`config.mk`:
```
export PLATFORM = sky130hd
export DESIGN_NAME = gs_issue_unit
export DESIGN_NICKNAME = d
export VERILOG_FILES = /design/src/rtl/gs_pkg.sv /design/src/rtl/gs_sched.sv /design/src/rtl/gs_issue_unit.sv
export SDC_FILE = /design/constraint.sdc
export NUM_CORES = 1
export LEC_CHECK = 0
export BUFFER_PORTS_ARGS = -buffer_cell sky130_fd_sc_hd__clkbuf_2
export CAP_MARGIN = 20
export CORE_UTILIZATION = 25
export CTS_BUF_LIST = sky130_fd_sc_hd__clkbuf_8
export CTS_CLUSTER_DIAMETER = 40
export DETAILED_ROUTE_END_ITERATION = 8
export GPL_ROUTABILITY_DRIVEN = 0
export GPL_TIMING_DRIVEN = 0
export PLACE_DENSITY = 0.47
export SETUP_SLACK_MARGIN = 0.3
export SYNTH_ARGS = -nofsm -noshare
export SYNTH_HDL_FRONTEND = slang
export SYNTH_SLANG_ARGS = --single-unit
```
`constraint.sdc`:
```
create_clock -name clk -period 3 [get_ports clk]
set_clock_uncertainty 0.15 [all_clocks]
set_input_delay 0.45 -clock clk [delete_from_list [all_inputs] [get_ports clk]]
set_output_delay 0.45 -clock clk [all_outputs]
set_load 0.01 [all_outputs]
```
`src/rtl/gs_pkg.sv`:
```
// gs_pkg: shared constants and types for the goldschmidt issue unit.
// Optional build macro used by the unit: GS_RCORR_EN (divide result correction).
package gs_pkg;

    localparam int LEADS       = 2;
    localparam int WIDTH       = 28;
    localparam int SIZE        = LEADS + WIDTH;
    localparam int DIV_CYCLES  = 12;
    localparam int SQRT_CYCLES = 16;
    localparam int CNT_W       = 4;

    typedef enum logic [1:0] {
        OP_DIV  = 2'b00,
        OP_SQRT = 2'b01
    } gs_op_e;

    typedef enum logic [1:0] {
        ST_IDLE = 2'b00,
        ST_RUN  = 2'b01,
        ST_CAPT = 2'b10,
        ST_DONE = 2'b11
    } gs_state_e;

    // Final count value of the RUN phase; any nonzero op code means sqrt.
    function automatic logic [CNT_W-1:0] last_count(input logic [1:0] op);
        return (op == OP_DIV) ? CNT_W'(DIV_CYCLES - 1) : CNT_W'(SQRT_CYCLES - 1);
    endfunction

endpackage

```
`src/rtl/gs_sched.sv`:
```
// gs_sched: combinational control schedule for the iteration datapath.
// Maps the RUN-phase count and the operation onto mux selects and register enables.
module gs_sched
    import gs_pkg::*;
(
    input  logic [CNT_W-1:0] count_i,
    input  logic [1:0]       op_i,
    input  logic             running_i,
    output logic [1:0]       sA_o,
    output logic [1:0]       sB_o,
    output logic             square_o,
    output logic             enN_o,
    output logic             enD_o,
    output logic             enK_o,
    output logic             enQD_o
);

    logic       stage;
    logic       mode;
    logic       rem;
    logic [1:0] phase;

    // Decode count into selects/enables; everything idles at zero outside RUN.
    always_comb begin
        sA_o     = 2'b00;
        sB_o     = 2'b00;
        square_o = 1'b0;
        enN_o    = 1'b0;
        enD_o    = 1'b0;
        enK_o    = 1'b0;
        enQD_o   = 1'b0;

        // Divide: even counts update N, odd counts update D and K.
        stage = count_i[0];
        mode  = (count_i >= 4'd2) && (count_i < 4'd11);
        rem   = (count_i == 4'd11);

        // Sqrt works in triplets: update N, square K, then update D and K.
        case (count_i)
            4'd0, 4'd3, 4'd6, 4'd9, 4'd12, 4'd15: phase = 2'd0;
            4'd1, 4'd4, 4'd7, 4'd10, 4'd13:       phase = 2'd1;
            default:                              phase = 2'd2;
        endcase

        if (running_i) begin
            if (op_i == OP_DIV) begin
                sA_o   = {rem, mode};
                sB_o   = {mode, stage};
                enN_o  = ~stage;
                enD_o  = stage;
                enK_o  = stage;
                enQD_o = rem;
            end else begin
                sA_o = (count_i <= 4'd1) ? 2'b00 : 2'b01;
                case (phase)
                    2'd0: begin
                        enN_o = 1'b1;
                        sB_o  = (count_i == 4'd0) ? 2'b00 : 2'b10;
                    end
                    2'd1: begin
                        square_o = 1'b1;
                        enK_o    = 1'b1;
                        sB_o     = 2'b00;
                    end
                    default: begin
                        enD_o = 1'b1;
                        enK_o = 1'b1;
                        sB_o  = (count_i == 4'd2) ? 2'b00 : 2'b11;
                    end
                endcase
            end
        end
    end

endmodule

```
`src/rtl/gs_issue_unit.sv`:
```
// gs_issue_unit: request/response sequencer for a goldschmidt divide/sqrt datapath.
// Accepts one operation, steps the datapath through its schedule, captures the result.
// Build macro GS_RCORR_EN: subtract one ulp from a divide result when dp_r_sign is set.
module gs_issue_unit #(
    parameter int  LEADS = gs_pkg::LEADS,
    parameter int  WIDTH = gs_pkg::WIDTH,
    localparam int SIZE  = LEADS + WIDTH
) (
    input  logic            clk,
    input  logic            reset,
    input  logic            req_valid,
    output logic            req_ready,
    input  logic [1:0]      req_op,
    input  logic [SIZE-1:0] req_a,
    input  logic [SIZE-1:0] req_b,
    output logic            rsp_valid,
    input  logic            rsp_ready,
    output logic [SIZE-1:0] rsp_q,
    output logic [1:0]      rsp_op,
    output logic [1:0]      dp_op,
    output logic [1:0]      dp_sA,
    output logic [1:0]      dp_sB,
    output logic            dp_square,
    output logic            dp_enN,
    output logic            dp_enD,
    output logic            dp_enK,
    output logic            dp_enQD,
    output logic [SIZE-1:0] dp_n0,
    output logic [SIZE-1:0] dp_d0,
    input  logic [SIZE-1:0] dp_result,
    input  logic            dp_r_sign
);

    import gs_pkg::*;

    gs_state_e        state_q, state_d;
    logic [CNT_W-1:0] cnt_q, cnt_d;
    logic [1:0]       op_q, op_d;
    logic [SIZE-1:0]  n0_q, n0_d;
    logic [SIZE-1:0]  d0_q, d0_d;
    logic [SIZE-1:0]  res_q, res_d;
    logic [SIZE-1:0]  res_fixed;
    logic             hs;
    logic             last;

    assign req_ready = (state_q == ST_IDLE);
    assign rsp_valid = (state_q == ST_DONE);
    assign hs        = req_valid && req_ready;
    assign last      = (cnt_q == last_count(op_q));

    assign dp_op  = op_q;
    assign dp_n0  = n0_q;
    assign dp_d0  = d0_q;
    assign rsp_q  = res_q;
    assign rsp_op = op_q;

`ifdef GS_RCORR_EN
    // A negative final remainder means the divide quotient overshot by one ulp.
    always_comb begin
        res_fixed = dp_result;
        if ((op_q == OP_DIV) && dp_r_sign) begin
            res_fixed = dp_result - SIZE'(1);
        end
    end
`else
    logic r_sign_unused;
    assign r_sign_unused = dp_r_sign;

    // Result is taken as-is from the datapath.
    always_comb begin
        res_fixed = dp_result;
    end
`endif

    // Next-state logic for the IDLE -> RUN -> CAPT -> DONE sequence.
    always_comb begin
        state_d = state_q;
        case (state_q)
            ST_IDLE: if (hs)        state_d = ST_RUN;
            ST_RUN:  if (last)      state_d = ST_CAPT;
            ST_CAPT:                state_d = ST_DONE;
            ST_DONE: if (rsp_ready) state_d = ST_IDLE;
            default:                state_d = ST_IDLE;
        endcase
    end

    // Operand, counter and result next values; operands stay frozen until the next accept.
    always_comb begin
        cnt_d = cnt_q;
        op_d  = op_q;
        n0_d  = n0_q;
        d0_d  = d0_q;
        res_d = res_q;
        if (hs) begin
            op_d  = req_op;
            n0_d  = req_a;
            d0_d  = (req_op == OP_DIV) ? req_b : '0;
            cnt_d = '0;
        end
        if ((state_q == ST_RUN) && !last) begin
            cnt_d = cnt_q + 1'b1;
        end
        if (state_q == ST_CAPT) begin
            res_d = res_fixed;
        end
    end

    // State and datapath registers; reset wins over any same-cycle handshake.
    always_ff @(posedge clk) begin
        if (reset) begin
            state_q <= ST_IDLE;
            cnt_q   <= '0;
            op_q    <= '0;
            n0_q    <= '0;
            d0_q    <= '0;
            res_q   <= '0;
        end else begin
            state_q <= state_d;
            cnt_q   <= cnt_d;
            op_q    <= op_d;
            n0_q    <= n0_d;
            d0_q    <= d0_d;
            res_q   <= res_d;
        end
    end

    gs_sched u_sched (
        .count_i   (cnt_q),
        .op_i      (op_q),
        .running_i (state_q == ST_RUN),
        .sA_o      (dp_sA),
        .sB_o      (dp_sB),
        .square_o  (dp_square),
        .enN_o     (dp_enN),
        .enD_o     (dp_enD),
        .enK_o     (dp_enK),
        .enQD_o    (dp_enQD)
    );

endmodule

```
==> results.py, run 1 <==
metrics = {
    "global_route": {
        "grt_pass1_vias": 3827,
        "overflow": 0,
        "grt_usage_pct": 15.12,
        "grt_max_degree": 19,
        "grt_antenna_before_repair": 0,
        "grt_pass1_wl_mm": 19.16,
    },
    "outcome": {
        "outcome": "finished clean",
    },
    "layout": {
        "multi_input_area_mm2": 0.001891,
        "drive_gt1_share_pct": 38.50,
        "areaGrowthSynthToFinish_pct": 38.93,
        "nets": 768,
        "regArea_mm2": 0.002004,
        "n_antenna_cell": 0,
        "n_fill_cell": 1671,
    },
    "drt": {
        "viasPerCell": 4.395,
        "vias": 3850,
        "wl_mm": 12.24,
        "post_drt_wl_per_cell_um": 13.97,
        "ant_nets": 0,
        "drc": 0,
        "drt_iter0_drc": 156,
        "firstDrtPassIters": 6,
    },
    "floorplanning": {
        "rows": 45,
        "fp.dieW_um": 128.7,
        "die_h_um": 128.7,
        "io_pins": 202,
        "dieArea_mm2": 0.01657,
        "core_region_area_mm2": 0.01543,
        "initial_core_util_pct": 26.02,
    },
    "timing": {
        "rsz0062_at_grt": "true",
        "tightest_slew_ns": 0.7444,
        "min_period_ns": 2.588,
        "max_slew_margin_pct": 50.38,
        "fin_hold_ws_ns": 0.1195,
        "fin_crit_sh_pct": 86.28,
        "max_freq_mhz": 386.3,
        "hold_viol": 0,
        "slew_viol_final": 0,
        "final.setup.tns_ns": 0,
        "finalSetupViolCount": 0,
    },
    "setup_path": {
        "cp_max_fo": 6,
        "required_ns": 3.12,
        "path_class": "reg2reg",
        "end_kind": "register",
        "critPathArrivalTime_ns": 2.71,
        "critPathLaunchType": "register",
        "r2r_cells": 11,
    },
    "clock_tree": {
        "cts_buffer_depth": 2,
        "cts_tree": "yes",
        "htreeDepth": 3,
        "clockRootBuffer": "clkbuf_8",
        "ctsHoldBuffers": 0,
        "clk_latency_ns": 0.38,
        "path_clk_slew_ns": 0.11,
        "cts.sinks": 100,
        "cts-buffers-inserted": 9,
    },
    "logic_synthesis": {
        "synthDominantCellAreaShare_pct": 49.88,
        "synth_edf_count": 0,
        "ys_seq_elements": 100,
        "synth_common_cells": "100 x dfxtp_1, 74 x nand2_1, 72 x nor2_1",
        "yosysTopAreaCell": "dfxtp_1",
        "syn_avg_cell_area_um2": 8.959,
        "synth_top_flop_cell": "dfxtp_1",
        "ys_seq_area_share_pct": 49.88,
        "async_reset_ff_share_pct": 0,
        "ys_top_cells_by_area": "dfxtp_1 50%, mux2i_1 8.7%, nand2_1 6.9%",
        "ys.warnings.count": 0,
        "synth_cell_types": 43,
        "synth_area_mm2": 0.004014,
        "synthCells": 448,
        "synth_most_common_cell": "dfxtp_1",
        "syn-num-nets": 556,
    },
    "placed_design": {
        "place.port_buffers": 199,
        "dp_hpwl_mm": 9.364,
    },
    "pwr": {
        "p_comb_share_pct": 37.6,
        "p_leak_nw": 2.477,
        "ir_drop_mv": 0.3033,
        "p_sw_w": 0.001542,
        "p_clk_share_pct": 20.6,
        "p_sw_share_pct": 37.92,
        "power-per-cell-area_mw_per_mm2": 729.3,
        "p_int_w": 0.002525,
        "power_frac_seq_pct": 41.9,
        "power_w": 0.004067,
    },
    "min_path": {
        "hp-class": "in2reg",
        "hold_depth": 3,
    },
    "run": {
        "drv_cap": 0,
    },
}
-- power groups by stage --
stage | Clock (W) | Sequential (W) | Combinational (W)
floorplan | 0 | 0.00179 | 0.000851
global placement | 0 | 0.00172 | 0.00144
detailed placement | 0 | 0.00173 | 0.00146
CTS | 0.000884 | 0.00170 | 0.00151
global route | 0.000935 | 0.00174 | 0.00172
finish | 0.000837 | 0.00170 | 0.00153
-- registers in the layout, summed over array words and instances, names as in the netlist --
register	cells
rsp_q	30
u_sched.phase	2
dp_op	2
dp_n0	30
dp_d0	30
state_q	2
cnt_q	4
-- cell families after synthesis --
logic type	count (synthesis)	synth area share, %
AO/OA/AOI/OAI	88	14.43
adder cells (fa/ha/maj)	11	3.429
buffers and inverters	43	5.455
flip-flops	100	49.88
multiplexers	36	9.102
AND/OR/NAND/NOR	170	17.71
-- worst max-delay path, stage by stage (launching register included) --
cell	delay, ns
dfxtp_1	0.40
inv_1	0.10
ha_1	0.25
and2_1	0.15
clkbuf_2	0.18
nor2_2	0.16
mux2i_4	0.10
or2_2	0.30
ha_4	0.23
nor3_2	0.16
mux2i_1	0.09
o22a_1	0.20
-- final timing paths --
kind / startpoint / to / slack, ns
max reg2reg: state_q[0] / u_sched.phase[1] / 0.41
max: state_q[0] / u_sched.phase[1] / 0.41
min reg2reg: dp_n0[27] / dp_n0[27] / 0.31
min: req_a[12] / dp_n0[12] / 0.12
-- cells in the final DEF (no fill, tap or decap), drive strengths merged, types with 3 or more instances in the layout --
cell type	netlist	final
o22a	4	4
a22oi	30	30
mux2i	35	35
nand2b	3	3
buf	11	13
inv	6	9
clkbuf	26	234
nor3	5	5
ha	11	11
clkinv	0	3
o21ai	4	4
dfxtp	100	100
or2	3	3
nor2	72	72
nand2	74	74
a21oi	39	39
-- routing by layer --
metal | share of wire [%] | wire length, um | vias up | GRT usage, %
li1 | - | - | 1933 | -
met1 | 43 | 5220 | 1775 | 17.46
met2 | 48 | 5883 | 130 | 25.69
met3 | 7.7 | 942 | 12 | 4.990
met4 | 1.5 | 189 | 0 | 6.228
met5 | 0 | 0 | - | 0
-- cell type report --
cell class / instances / share of cell area [%]
plain buffers: 37 / 3.612
clock buffers: 9 / 2.221
clock inverters: 7 / 1.055
inverters: 6 / 0.4039
multi-input cells: 305 / 33.90
flip-flops and latches: 100 / 35.94
well taps: 211 / 4.734
repair buffers: 201 / 18.13
-- repair_timing --
| item | CTS | global route |
|---|---|---|
| pin swaps | 1 | 3 |
| resized for setup | 11 | 14 |
| buffers inserted | 1 | 1 |
| setup endpoints to repair | 2 | 15 |
-- metrics by stage --
step	area [um2]	setup slack, ns	utilization (%)	instances
after floorplan	4014	0.4028	-	448
after global placement	5274	0.1326	34.18	858
after detailed placement	5274	0.03702	34.18	858
after CTS	5515	0.3003	35.75	875
after global routing	5577	0.2693	36.15	876
final	5577	0.4116	36.15	876
Note: power is estimated with default switching activity, not from simulation.
==> inputs of run 2 (changes only) <==
- CORE_MARGIN: default -> 3
- HOLD_SLACK_MARGIN: default -> 0.05
- RECOVER_POWER: default -> 25
==> results.py, run 2 (same netlist as run 1, synthesis figures left out) <==
metrics = {
    "layout": {
        "regArea_mm2": 0.002007,
        "nets": 768,
        "mostFrequentLayoutCells": "151 x clkbuf_2, 96 x dfxtp_1, 74 x nand2_1",
        "n_fill_cell": 1705,
        "areaGrowthSynthToFinish_pct": 37.78,
        "n_antenna_cell": 0,
        "drive_gt1_share_pct": 30.57,
        "multi_input_area_mm2": 0.001868,
        "final_cells": 875,
        "final_common_cell": "clkbuf_2",
    },
    "global_route": {
        "grt_usage_pct": 14.15,
        "grt_antenna_before_repair": 0,
        "grt_pass1_wl_mm": 19.93,
        "grt_pass1_vias": 3781,
        "overflow": 0,
        "grt_max_degree": 17,
    },
    "outcome": {
        "outcome": "finished clean",
    },
    "pwr": {
        "p_leak_nw": 2.324,
        "ir_drop_mv": 0.2573,
        "power_frac_seq_pct": 40.8,
        "power-per-cell-area_mw_per_mm2": 752.9,
        "p_int_w": 0.002663,
        "p_sw_w": 0.001501,
        "p_clk_share_pct": 23.6,
        "p_sw_share_pct": 36.05,
        "p_comb_share_pct": 35.5,
    },
    "clock_tree": {
        "cts_buffer_depth": 2,
        "cts.sinks": 100,
        "path_clk_slew_ns": 0.11,
        "cts_tree": "yes",
        "cts-buffers-inserted": 9,
        "clockRootBuffer": "clkbuf_8",
        "htreeDepth": 3,
        "clk_latency_ns": 0.37,
        "ctsHoldBuffers": 0,
    },
    "placed_design": {
        "place_ws_ns": 0.04174,
        "dp_hpwl_mm": 9.673,
        "place.port_buffers": 199,
        "dp_cells": 858,
    },
    "timing": {
        "max_freq_mhz": 388.5,
        "rsz0062_at_grt": "false",
        "final.setup.tns_ns": 0,
        "slew_viol_final": 0,
        "fin_hold_ws_ns": 0.1302,
        "finalWorstSetupSlack_ns": 0.4261,
        "fin_crit_sh_pct": 85.80,
        "min_period_ns": 2.574,
        "finalSetupViolCount": 0,
        "hold_viol": 0,
        "max_slew_margin_pct": 51.12,
        "tightest_slew_ns": 0.7332,
    },
    "floorplanning": {
        "dieArea_mm2": 0.01761,
        "fp.dieW_um": 132.7,
        "rows": 45,
        "initial_core_util_pct": 26.02,
        "io_pins": 202,
        "core_region_area_mm2": 0.01543,
        "die_h_um": 132.7,
    },
    "setup_path": {
        "cpPeakStageDelay_ns": 0.39,
        "critPathLaunchType": "register",
        "required_ns": 3.11,
        "path_class": "reg2reg",
        "path_cells": "buf_6, or3_4, a21oi_4, nand2b_4, mux2i_4, or2_2, ha_1, nor3_1, mux2i_1, o22a_1",
        "cp_max_fo": 9,
        "critPathArrivalTime_ns": 2.68,
        "end_kind": "register",
        "cp_slowest_cell": "or3_4",
        "cp_top_family": "simple AND/OR/NAND/NOR gates",
        "path_buf_inv": 1,
    },
    "drt": {
        "post_drt_wl_per_cell_um": 14.15,
        "wl_mm": 12.38,
        "drc": 0,
        "vias": 3829,
        "firstDrtPassIters": 4,
        "viasPerCell": 4.376,
        "ant_nets": 0,
        "drt_iter0_drc": 203,
    },
    "run": {
        "drv_cap": 0,
    },
    "min_path": {
        "hp-class": "in2reg",
    },
}
## run 2: cell count changes in the layout (fill, tap and decap cells not counted), moves of 2 or more
cell | previous run | this run
bufinv_16 | 0 | 2
clkbuf_1 | 20 | 71
clkbuf_2 | 201 | 151
dfxtp_1 | 98 | 96
dfxtp_2 | 2 | 4
inv_6 | 2 | 0
nor3_1 | 2 | 4
nor3_2 | 3 | 1
## run 2: worst paths after layout
path	slack, ns	start	cells after the start	endpoint
worst max-delay path	0.43	dp_op[0]	10	u_sched.phase[1]
worst max register to register	0.43	dp_op[0]	10	u_sched.phase[1]
worst min-delay path	0.13	req_a[15]	3	dp_n0[15]
worst min register to register	0.31	dp_n0[24]	2	dp_n0[24]
## run 2: metrics by stage
| stage | total power, W | instance area [um2] | util [%] |
|---|---|---|---|
| floorplan | 0.002644 | 4014 | - |
| global placement | 0.003160 | 5274 | 34.18 |
| detailed placement | 0.003188 | 5274 | 34.18 |
| CTS | 0.004255 | 5555 | 36.01 |
| global route | 0.004475 | 5530 | 35.85 |
| finish | 0.004164 | 5530 | 35.85 |
## run 2: power groups by stage
stage                     clock network [W]  logic, W  registers, W
after floorplan                           0  0.000851       0.00179
after detailed placement                  0   0.00146       0.00172
after global placement                    0   0.00144       0.00172
after CTS                           0.00103   0.00152       0.00170
final                              0.000984   0.00148       0.00170
after global routing                0.00108   0.00166       0.00173
## run 2: cell type report
class | count | share of cell area, %
repair buffers | 201 | 17.13
plain buffers | 37 | 3.597
flip-flops and latches | 100 | 36.29
clock buffers | 10 | 2.489
well taps | 211 | 4.774
inverters | 6 | 0.4072
clock inverters | 5 | 1.538
multi-input cells | 305 | 33.78
## run 2: what timing repair did
| action | 4_1_cts | 5_1_grt |
|---|---|---|
| gates resized for setup | 12 | 8 |
| setup buffers | 1 | 1 |
| endpoints found under the setup margin | 2 | 13 |
| pin swaps | 3 | 1 |
## run 2: layer usage
layer | up-vias | global-route usage [%] | share of wire [%]
li1 | 1931 | - | -
met1 | 1765 | 16.43 | 41
met2 | 124 | 23.68 | 48
met3 | 9 | 5.741 | 9.0
met4 | 0 | 4.850 | 1.3
met5 | - | 0 | 0
## run 2: worst reg2reg max path, cell delays in order, from the launching register on
cell and delay [ns]:
dfxtp_2 0.33, buf_6 0.13, or3_4 0.39, a21oi_4 0.17, nand2b_4 0.18, mux2i_4 0.08, or2_2 0.28, ha_1 0.30
nor3_1 0.14, mux2i_1 0.10, o22a_1 0.20
